$ cat config.mk
export PLATFORM = sky130hd
export DESIGN_NAME = tf_addr_seq_gen_flat
export DESIGN_NICKNAME = d
export VERILOG_FILES = /design/src/rtl/tf_pkg.sv /design/src/rtl/tf_addr_seq_gen_if.sv /design/src/rtl/tf_stage_table.sv /design/src/rtl/tf_addr_seq_gen.sv /design/src/flat_wrapper.sv
export SDC_FILE = /design/constraint.sdc
export NUM_CORES = 1
export LEC_CHECK = 0
export BUFFER_PORTS_ARGS = -buffer_cell sky130_fd_sc_hd__buf_4
export CORE_MARGIN = 2
export CORE_UTILIZATION = 28
export CTS_CLUSTER_DIAMETER = 120
export CTS_CLUSTER_SIZE = 20
export DETAILED_ROUTE_END_ITERATION = 6
export GPL_ROUTABILITY_DRIVEN = 1
export GPL_TIMING_DRIVEN = 1
export SLEW_MARGIN = 20
export SYNTH_ARGS = -nofsm -noshare
export SYNTH_HDL_FRONTEND = slang
export SYNTH_SLANG_ARGS = --single-unit
$ cat constraint.sdc
create_clock -name clk -period 5.3 [get_ports clk]
set_input_delay 0.795 -clock clk [delete_from_list [all_inputs] [get_ports clk]]
set_output_delay 0.795 -clock clk [all_outputs]
set_load 0.01 [all_outputs]
$ cat src/rtl/tf_pkg.sv
// Shared types, constants and table math for the twiddle-factor address generator.
package tf_pkg;

  localparam logic TF_NTT  = 1'b0;
  localparam logic TF_INTT = 1'b1;

  typedef enum logic {IDLE, RUN} tf_state_e;

  // Twiddle count of stage s: grows by 2^radix_log per stage.
  function automatic int unsigned stage_cnt(input int unsigned s,
                                            input int unsigned first_cnt,
                                            input int unsigned radix_log);
    return first_cnt << (radix_log * s);
  endfunction

  // Table offset of stage s: sum of the counts of all earlier stages.
  function automatic int unsigned stage_base(input int unsigned s,
                                             input int unsigned first_cnt,
                                             input int unsigned radix_log);
    int unsigned acc;
    acc = 0;
    for (int unsigned j = 0; j < s; j++) acc += stage_cnt(j, first_cnt, radix_log);
    return acc;
  endfunction

  function automatic int unsigned tf_total(input int unsigned num_stages,
                                           input int unsigned first_cnt,
                                           input int unsigned radix_log);
    return stage_base(num_stages, first_cnt, radix_log);
  endfunction

endpackage

$ cat src/rtl/tf_addr_seq_gen_if.sv
// Control/beat bus between the NTT controller, the address generator and the twiddle ROM.
interface tf_addr_seq_gen_if #(
  parameter int unsigned LANES  = 1,
  parameter int unsigned ADDR_W = 9,
  parameter int unsigned STG_W  = 2
);
  logic                      start;
  logic                      mode;
  logic                      out_ready;
  logic                      out_valid;
  logic [LANES*ADDR_W-1:0]   tf_addr;
  logic [LANES-1:0]          lane_en;
  logic [STG_W-1:0]          stage;
  logic                      last;
  logic                      busy;
  logic                      done;

  modport master (
    input  start, mode, out_ready,
    output out_valid, tf_addr, lane_en, stage, last, busy, done
  );

  modport slave (
    output start, mode, out_ready,
    input  out_valid, tf_addr, lane_en, stage, last, busy, done
  );
endinterface

$ cat src/rtl/tf_stage_table.sv
// Combinational stage index -> {base, count} lookup for the twiddle table.
module tf_stage_table
  import tf_pkg::*;
#(
  parameter int unsigned NUM_STAGES = 4,
  parameter int unsigned FIRST_CNT  = 2,
  parameter int unsigned RADIX_LOG  = 2,
  parameter int unsigned ADDR_W     = 9,
  parameter int unsigned STG_W      = 2
) (
  input  logic [STG_W-1:0]  stg,
  output logic [ADDR_W-1:0] base,
  output logic [ADDR_W-1:0] cnt
);

  always_comb begin
    base = '0;
    cnt  = '0;
    for (int unsigned s = 0; s < NUM_STAGES; s++) begin
      if (stg == STG_W'(s)) begin
        base = ADDR_W'(stage_base(s, FIRST_CNT, RADIX_LOG));
        cnt  = ADDR_W'(stage_cnt(s, FIRST_CNT, RADIX_LOG));
      end
    end
  end

endmodule

$ cat src/rtl/tf_addr_seq_gen.sv
// Twiddle ROM address sequencer: walks every stage/index of the forward or inverse
// table after start and streams LANES addresses per beat over valid/ready.
module tf_addr_seq_gen
  import tf_pkg::*;
#(
  parameter int unsigned NUM_STAGES = 4,
  parameter int unsigned FIRST_CNT  = 2,
  parameter int unsigned RADIX_LOG  = 2,
  parameter int unsigned LANES      = 1,
  parameter int unsigned ADDR_W     = 9,
  parameter int unsigned STG_W      = 2
) (
  input logic                clk,
  input logic                rst,
  tf_addr_seq_gen_if.master  bus
);

  localparam int unsigned CW    = ADDR_W + 1;
  localparam int unsigned AW    = LANES * ADDR_W;
  localparam int unsigned TOTAL = tf_total(NUM_STAGES, FIRST_CNT, RADIX_LOG);

  if (2 * TOTAL > (1 << ADDR_W)) begin : g_bad_params
    $error("tf_addr_seq_gen: ADDR_W too narrow for forward+inverse tables");
  end

  tf_state_e         state_q, state_d;
  logic [ADDR_W-1:0] k_q, k_d;
  logic [STG_W-1:0]  stg_q, stg_d;
  logic              mode_q, mode_d;
  logic [ADDR_W-1:0] cnt_q, cnt_d;
  logic              out_valid_q, out_valid_d;
  logic [AW-1:0]     tf_addr_q, tf_addr_d;
  logic [LANES-1:0]  lane_en_q, lane_en_d;
  logic [STG_W-1:0]  stage_q, stage_d;
  logic              last_q, last_d;
  logic              busy_q, busy_d;
  logic              done_q, done_d;

  logic              load;
  logic              clr;
  logic [CW-1:0]     k_step;
  logic [ADDR_W-1:0] nxt_base;
  logic [ADDR_W-1:0] nxt_cnt;
  logic [ADDR_W-1:0] addr_off;
  logic [STG_W-1:0]  final_stg;

  tf_stage_table #(
    .NUM_STAGES (NUM_STAGES),
    .FIRST_CNT  (FIRST_CNT),
    .RADIX_LOG  (RADIX_LOG),
    .ADDR_W     (ADDR_W),
    .STG_W      (STG_W)
  ) u_tbl (
    .stg  (stg_d),
    .base (nxt_base),
    .cnt  (nxt_cnt)
  );

  // Sequencing: picks the next (stage, k) and whether to load a new beat or clear.
  always_comb begin
    state_d     = state_q;
    k_d         = k_q;
    stg_d       = stg_q;
    mode_d      = mode_q;
    out_valid_d = out_valid_q;
    busy_d      = busy_q;
    done_d      = 1'b0;
    load        = 1'b0;
    clr         = 1'b0;
    k_step      = {1'b0, k_q} + CW'(LANES);

    unique case (state_q)
      IDLE: begin
        if (bus.start) begin
          mode_d      = bus.mode;
          k_d         = '0;
          stg_d       = (bus.mode == TF_INTT) ? STG_W'(NUM_STAGES - 1) : '0;
          state_d     = RUN;
          out_valid_d = 1'b1;
          busy_d      = 1'b1;
          load        = 1'b1;
        end
      end
      RUN: begin
        if (out_valid_q && bus.out_ready) begin
          if (last_q) begin
            state_d     = IDLE;
            out_valid_d = 1'b0;
            busy_d      = 1'b0;
            done_d      = 1'b1;
            k_d         = '0;
            stg_d       = '0;
            clr         = 1'b1;
          end else begin
            load = 1'b1;
            if (k_step >= {1'b0, cnt_q}) begin
              k_d   = '0;
              stg_d = (mode_q == TF_INTT) ? stg_q - STG_W'(1) : stg_q + STG_W'(1);
            end else begin
              k_d = k_step[ADDR_W-1:0];
            end
          end
        end
      end
      default: state_d = IDLE;
    endcase
  end

  // Beat generation for the (stage, k) chosen above; disabled lanes drive address 0.
  always_comb begin
    tf_addr_d = tf_addr_q;
    lane_en_d = lane_en_q;
    stage_d   = stage_q;
    last_d    = last_q;
    cnt_d     = cnt_q;
    addr_off  = (mode_d == TF_INTT) ? ADDR_W'(TOTAL) : '0;
    final_stg = (mode_d == TF_INTT) ? '0 : STG_W'(NUM_STAGES - 1);

    if (load) begin
      cnt_d   = nxt_cnt;
      stage_d = stg_d;
      last_d  = (stg_d == final_stg) && (({1'b0, k_d} + CW'(LANES)) >= {1'b0, nxt_cnt});
      for (int i = 0; i < int'(LANES); i++) begin
        if (({1'b0, k_d} + CW'(i)) < {1'b0, nxt_cnt}) begin
          lane_en_d[i]                  = 1'b1;
          tf_addr_d[i*ADDR_W +: ADDR_W] = addr_off + nxt_base + k_d + ADDR_W'(i);
        end else begin
          lane_en_d[i]                  = 1'b0;
          tf_addr_d[i*ADDR_W +: ADDR_W] = '0;
        end
      end
    end else if (clr) begin
      tf_addr_d = '0;
      lane_en_d = '0;
      stage_d   = '0;
      last_d    = 1'b0;
      cnt_d     = '0;
    end
  end

  always_ff @(posedge clk or negedge rst) begin
    if (!rst) begin
      state_q     <= IDLE;
      k_q         <= '0;
      stg_q       <= '0;
      mode_q      <= TF_NTT;
      cnt_q       <= '0;
      out_valid_q <= 1'b0;
      tf_addr_q   <= '0;
      lane_en_q   <= '0;
      stage_q     <= '0;
      last_q      <= 1'b0;
      busy_q      <= 1'b0;
      done_q      <= 1'b0;
    end else begin
      state_q     <= state_d;
      k_q         <= k_d;
      stg_q       <= stg_d;
      mode_q      <= mode_d;
      cnt_q       <= cnt_d;
      out_valid_q <= out_valid_d;
      tf_addr_q   <= tf_addr_d;
      lane_en_q   <= lane_en_d;
      stage_q     <= stage_d;
      last_q      <= last_d;
      busy_q      <= busy_d;
      done_q      <= done_d;
    end
  end

  assign bus.out_valid = out_valid_q;
  assign bus.tf_addr   = tf_addr_q;
  assign bus.lane_en   = lane_en_q;
  assign bus.stage     = stage_q;
  assign bus.last      = last_q;
  assign bus.busy      = busy_q;
  assign bus.done      = done_q;

endmodule

$ cat src/flat_wrapper.sv
// flat-port wrapper written by rule: the top's interface ports become plain ports
module tf_addr_seq_gen_flat import tf_pkg::*;
#(
  parameter int unsigned NUM_STAGES = 4,
  parameter int unsigned FIRST_CNT  = 2,
  parameter int unsigned RADIX_LOG  = 2,
  parameter int unsigned LANES      = 1,
  parameter int unsigned ADDR_W     = 9,
  parameter int unsigned STG_W      = 2
)
  (clk, rst, bus_start, bus_mode, bus_out_ready, bus_out_valid, bus_tf_addr, bus_lane_en, bus_stage, bus_last, bus_busy, bus_done);
  tf_addr_seq_gen_if #(.LANES(LANES), .ADDR_W(ADDR_W), .STG_W(STG_W)) bus_i ();
  input logic clk;
  input logic rst;
  input wire logic [$bits(bus_i.start)-1:0] bus_start;
  input wire logic [$bits(bus_i.mode)-1:0] bus_mode;
  input wire logic [$bits(bus_i.out_ready)-1:0] bus_out_ready;
  output wire logic [$bits(bus_i.out_valid)-1:0] bus_out_valid;
  output wire logic [$bits(bus_i.tf_addr)-1:0] bus_tf_addr;
  output wire logic [$bits(bus_i.lane_en)-1:0] bus_lane_en;
  output wire logic [$bits(bus_i.stage)-1:0] bus_stage;
  output wire logic [$bits(bus_i.last)-1:0] bus_last;
  output wire logic [$bits(bus_i.busy)-1:0] bus_busy;
  output wire logic [$bits(bus_i.done)-1:0] bus_done;
  assign bus_i.start = bus_start;
  assign bus_i.mode = bus_mode;
  assign bus_i.out_ready = bus_out_ready;
  assign bus_out_valid = bus_i.out_valid;
  assign bus_tf_addr = bus_i.tf_addr;
  assign bus_lane_en = bus_i.lane_en;
  assign bus_stage = bus_i.stage;
  assign bus_last = bus_i.last;
  assign bus_busy = bus_i.busy;
  assign bus_done = bus_i.done;
  tf_addr_seq_gen #(.NUM_STAGES(NUM_STAGES), .FIRST_CNT(FIRST_CNT), .RADIX_LOG(RADIX_LOG), .LANES(LANES), .ADDR_W(ADDR_W), .STG_W(STG_W)) u_core (.clk(clk), .rst(rst), .bus(bus_i));
endmodule
# Word-level counts from Yosys, hierarchy flattened
# Index checks and enable logic that the tools add are counted.
# totals
ff_bits	37
input_bits	5
out_inout_bits	16
# op_classes
n_addsub	6
order_cmp	3
n_eq_ne	7
n_mux	46
bitwise	1
reduce_logical	5
# op_table
op	count
two-way mux 9 bit	13
two-way mux 2 bit	11
adder 9 x 1 -> 10 bit (second input constant)	2
>= comparator 10 x 9 -> 1 bit	2
adder 9 bit	2
case mux 9 bit (2 select lines)	1
two-way mux 1 bit	16
less-than comparator 9 bit	1
two-way mux 8 bit	1
inequality test 2 bit (second input constant)	3
case mux 1 bit (2 select lines)	3
== test 2 bit (second input constant)	2
case mux 2 bit (2 select lines)	1
AND reduction 3 bit	1
adder 2 x 1 -> 2 bit (second input constant)	1
== test 2 x 1 -> 1 bit (second input constant)	1
== test 2 bit	1
logical AND 1 bit	2
logical NOT 2 bit	1
nonzero test 2 bit	1
subtractor 2 x 1 -> 2 bit (second input constant)	1
inverter 1 bit	1

# Depth between registers and ports, before layout
# logic_depth
depth_word	14
mapped_depth	24
mapped_depth_nobuf	21

# Hierarchy
# A second synthesis with hierarchy kept.
# hier_totals
cells_unflattened	324
hier_area_um2	3093.0
# by_module_without_submodules
mod	instances	cells_per_inst	area_per_inst_um2	seq_area_each_um2
tf_addr_seq_gen	1	305	2962.8	925.9
tf_stage_table	1	19	130.1	0.0

# Worst setup path before layout
# No wires, ideal clock.
# synth_path
path_type	reg-to-reg
from	register u_core.k_q[2]
to	register u_core.last_q (netlist: u_core.bus.last)
t_arrival_ps	4586
slack_ps	575
path_stages_with_launch	24
path_buffers	3
period_less_slack_ps	4725
cell_sequence	dfrtp_1 -> buf_2 -> nand3_1 -> or3_1 -> nand2_1 -> ha_1 -> and3b_1 -> mux2_4 -> o22ai_2 -> buf_4 -> o21ai_0 -> mux2i_1 -> o21ai_0 -> clkbuf_1 -> or2b_1 -> inv_1 -> ha_1 -> nand3_1 -> nand2_1 -> a41oi_1 -> or3b_2 -> a32o_1 -> a2111oi_0 -> o211ai_1
# synth_between
elab_chain_len	14
word_cells_on_any_way	24
classes_between	add/sub (2); order compare (2); eq/ne (4); mux (14); reduce/logical (2)
# synth_lines
element	line	source
start, declared	tf_addr_seq_gen.sv:27	logic [ADDR_W-1:0] k_q, k_d;
start signal, assigned	tf_addr_seq_gen.sv:157	k_q <= k_d;
adder 9 x 1 -> 10 bit (*)	tf_addr_seq_gen.sv:70	k_step = {1'b0, k_q} + CW'(LANES);
>= comparator 10 x 9 -> 1 bit (*)	tf_addr_seq_gen.sv:96	if (k_step >= {1'b0, cnt_q}) begin
two-way mux 2 bit (*)	tf_addr_seq_gen.sv:96	
two-way mux 2 bit (*)	tf_addr_seq_gen.sv:86	if (last_q) begin
two-way mux 2 bit (*)	tf_addr_seq_gen.sv:85	if (out_valid_q && bus.out_ready) begin
case mux 2 bit (2 select lines) (*)	tf_addr_seq_gen.sv:72	unique case (state_q)
net u_core.stg_d[1]	tf_addr_seq_gen.sv:28	logic [STG_W-1:0] stg_q, stg_d;
logical NOT 2 bit	tf_stage_table.sv:20	if (stg == STG_W'(s)) begin
two-way mux 2 bit	tf_stage_table.sv:20	
two-way mux 9 bit (3 in a row)	tf_stage_table.sv:20	
>= comparator 10 x 9 -> 1 bit	tf_addr_seq_gen.sv:122	last_d = (stg_d == final_stg) && (({1'b0, k_d} + CW'(LANES)) >= {1'b0, nxt_cnt});
logical AND 1 bit (*)	tf_addr_seq_gen.sv:122	
two-way mux 1 bit (*)	tf_addr_seq_gen.sv:119	if (load) begin
end signal, assigned	tf_addr_seq_gen.sv:165	last_q <= last_d;
end, declared	tf_addr_seq_gen.sv:35	logic last_q, last_d;
# Mark *: on every way through the listed nets, which the timed path passes. The rest lies on a longest branch.
# A chain may end at the register's enable or synchronous reset.

# Worst setup path in the final report
# layout_path
from	register u_core.k_q[0]
to	register u_core.last_q (netlist: u_core.bus.last)
# layout_between
elab_chain_len	14
word_cells_on_any_way	24
classes_between	add/sub (2); order compare (2); eq/ne (4); mux (14); reduce/logical (2)
# layout_lines
element	line
branches (longest 12 deep; another with adder 9 x 1 -> 10 bit)	--
logical AND 1 bit (*)	tf_addr_seq_gen.sv:122
two-way mux 1 bit (*)	tf_addr_seq_gen.sv:119
# Mark *: on every way between the ends.

==> summary.md <==
| Metric | Value |
|---|---|
| Status | `finished clean` |
| Share of the synthesized area in the top cell type | `around 34%` |
| Flops & latches, synth | `32` |
| Period minus WS final | `between 4000 and 5000 ps` |
| Fin cells | `382` |
| Total power | `a little over 2 mW` |
| Share of cells above drive strength 1 | `between 10% and 20%` |
| Final Max Slew Viols | `0` |
| Largest net degree at the start of global routing | `33` |
| Yosys top cell by area | `dfrtp_1` |
| Final HPWL from detailed placement | `4479 um` |
| Multi-input gate area | `around 1400 sq um` |
| Initial Util | `between 20% and 30%` |
| Distinct cells, synth | `between 50 and 60` |
| Pre-CTS setup slack | `a little over 300 ps` |
| Via/cell ratio | `between 5 and 6` |
| 1st-iter DRT viols | `about 170` |
| RD Place Congestion | `a little under 0.9` |
| Req. time, crit path | `between 5000 and 6000 ps` |
| CTS tree | `yes` |
| Die height | `approximately 96 um` |
| Worst Slack Setup Final | `around 360 ps` |
| Clk slew on worst S/H paths | `about 80 ps` |
| Area Overhead vs Synth | `15.73%` |
| Clk sinks | `32` |
| Startpoint types | `flip-flop` |
| EDFF count, synth | `0` |
| Chip width | `95.71 um` |
| Post-placement cell area | `~2600 sq um` |
| Vias | `1930` |
| Final nets | `between 300 and 400` |
| Post-CTS sizing | `0` |
| Synth area leaders | `dfrtp_1 (34%), ha_1 (9.0%), nand2_1 (4.0%), xnor2_1 (3.7%), a22o_1 (3.3%)` |
| Synth Area per Inst | `around 9 sq um` |
| Initial antenna violation count | `0` |
| Reg-to-Reg Start | `u_core.k_q[0]$_DFF_PN0_` |
| Mapped Nets | `280` |
| R2R Setup Slk | `360 ps` |
| FF/Latch Area | `800.8 sq um` |
| Root Buffer | `clkbuf_8` |
| Setup TNS | `0 ps` |
| Async S/R FF share, synth | `100.0%` |
| # DRC | `0` |
| H-tree levels | `2` |
| Setup Fix Bufs, Post-CTS | `0` |
| Slew @ Worst Pin | `662.8 ps` |
| Worst Reg-to-Reg Cells | `20` |
| Worst EP arrival | `5100 ps` |
| Most frequent cells in the layout | `dfrtp_1 (32), nand2_1 (25), buf_4 (25), nor2_1 (21), inv_1 (18)` |
| Final hold vios | `0` |
| Max Cap Viol | `0` |
| Static leakage | `between 1 and 1.5 nW` |
| Congestion Overflow GR | `0` |
| Total CTS buffers | `5` |
| RR Endpoint | `u_core.bus.last$_DFFE_PN0P_` |
| Synth Warn # | `0` |
| Overall fraction of global-route tracks in use | `between 10% and 20%` |
| Final ANT Viol Nets | `0` |
| Final wirelength | `about 5800 um` |
| Fin crit share | `93.30%` |
| N_diodes | `0` |
| IO buf count | `20` |
| CP Class | `reg -> reg` |
| Ports | `21` |
| Final instance area | `2725 sq um` |
| Top FF cell, synth | `dfrtp_1` |
| Die area | `9159 sq um` |
| CP Capture Type | `flip-flop` |
| Seq/Total Area, Yosys | `about a third` |
| VDD IR max | `approximately 0.38 mV` |
| Placed cells | `374` |
| Setup Skew | `4.911 ps` |
| Cts hold-fix bufs | `0` |
| Final setup vio count | `0` |
| Slew Limit Headroom | `55.67%` |
| Drt wl/cell | `~15 um` |
| Clock buffer depth | `2` |
| Commonest non-fill, non-tap cell in the layout | `dfrtp_1` |
| Fmax | `between 0.2 and 0.25 GHz` |
| Row count | `33` |
| Wire length of the first global-routing pass | `9770 um` |
| Post-Synthesis Cells | `about 260` |
| Pwr Density | `742.7 nW/um^2` |
| Fillcell total | `877` |
| DR pass1 iterations | `4` |
| Hold Crit Class | `in -> async` |
| Netlist Area Pre-Place | `around 2400 sq um` |
| RSZ-0062 raised after global routing | `false` |
| Worst-path fanout max | `7` |
| Core Box Area | `just over 8000 sq um` |
| Worst-Skew Late Latency | `280 ps` |
| Vias in the first global route | `1928` |
==> kinds of logic after synthesis <==
| group | after synthesis | share of synthesized area, % |
|---|---|---|
| simple gates | 93 | 20.14 |
| compound gates | 55 | 18.49 |
| flops | 32 | 34.01 |
| buf+inv | 30 | 5.525 |
| fa+ha+maj | 20 | 11.58 |
| xor+xnor | 17 | 6.323 |
| mux | 8 | 3.932 |
==> how the worst max path moves through the flow <==
| stage | startpoint | end | slack, ps | cells past startpoint |
|---|---|---|---|---|
| floorplan | u_core.k_q[2]$_DFF_PN0_ | u_core.bus.last$_DFFE_PN0P_ | 570 | 23 |
| global placement | u_core.k_q[0]$_DFF_PN0_ | u_core.bus.last$_DFFE_PN0P_ | 410 | 20 |
| detailed placement | u_core.k_q[0]$_DFF_PN0_ | u_core.bus.last$_DFFE_PN0P_ | 300 | 20 |
| CTS | u_core.k_q[0]$_DFF_PN0_ | u_core.bus.last$_DFFE_PN0P_ | 250 | 20 |
| global route | u_core.k_q[3]$_DFF_PN0_ | u_core.bus.last$_DFFE_PN0P_ | 30 | 21 |
| finish | u_core.k_q[0]$_DFF_PN0_ | u_core.bus.last$_DFFE_PN0P_ | 360 | 20 |
==> worst max-delay path, cell delays in order, from the launching register on <==
cell	delay, ps
dfrtp_1	500
nand3_2	200
or3_1	370
nand2_1	90
ha_1	180
and3b_1	180
mux2_4	260
o22ai_2	140
nor2_1	120
mux2_4	320
a211oi_4	260
or2b_1	310
inv_1	80
ha_1	230
nand3_1	90
nand2_1	50
a41oi_1	200
or3b_2	460
a32o_1	260
a2111oi_1	360
o211ai_1	140
==> synth_stat cells (4+ instances only) <==
cell      number
dfrtp_1       32
nand2_1       25
nor2_1        21
inv_1         18
ha_1          17
o21ai_0       10
xnor2_1       10
a22o_1         9
nand3_1        9
xor2_1         7
clkbuf_1       6
and3_1         5
nor2b_1        5
nor3_1         5
a31oi_1        4
mux2i_1        4
o211ai_1       4
==> layout make-up <==
| cell class | count | area share [%] |
|---|---|---|
| Clock buffer | 6 | 3.030 |
| Clock inverter | 2 | 0.5510 |
| Inverter | 19 | 2.617 |
| Multi-Input combinational cell | 193 | 52.71 |
| Sequential cell | 32 | 29.38 |
| Tap cell | 105 | 4.821 |
| Timing Repair Buffer | 25 | 6.887 |
==> routing by layer <==
layer	GRT usage, %	part of all wire (%)
met5	0	0
met4	3.571	1.5
met3	2.897	5.4
met2	21.10	46
met1	19.30	47
==> power breakdown <==
part | switching (mW) | internal (mW)
combinational | 0.795 | 0.598
sequential | 0.0905 | 0.336
clock | 0.0996 | 0.105
total | 0.985 | 1.04
==> flip-flops by register name, indices dropped and copies added (netlist names), 2 cells and up <==
register,cells
u_core.k_q,9
u_core.stg_q,2
u_core.cnt_q,4
u_core.bus.tf_addr,9
u_core.bus.stage,2
==> stage by stage <==
step / utilization, % / hold WS (ps)
6_report: 33.33 / 445.6
5_1_grt: 33.33 / 484.6
4_1_cts: 33.26 / 460.7
3_5_place_dp: 32.06 / 474.0
3_3_place_gp: 32.06 / 465.2
2_1_floorplan: - / 468.8
Note: power is estimated with default switching activity, not from simulation.
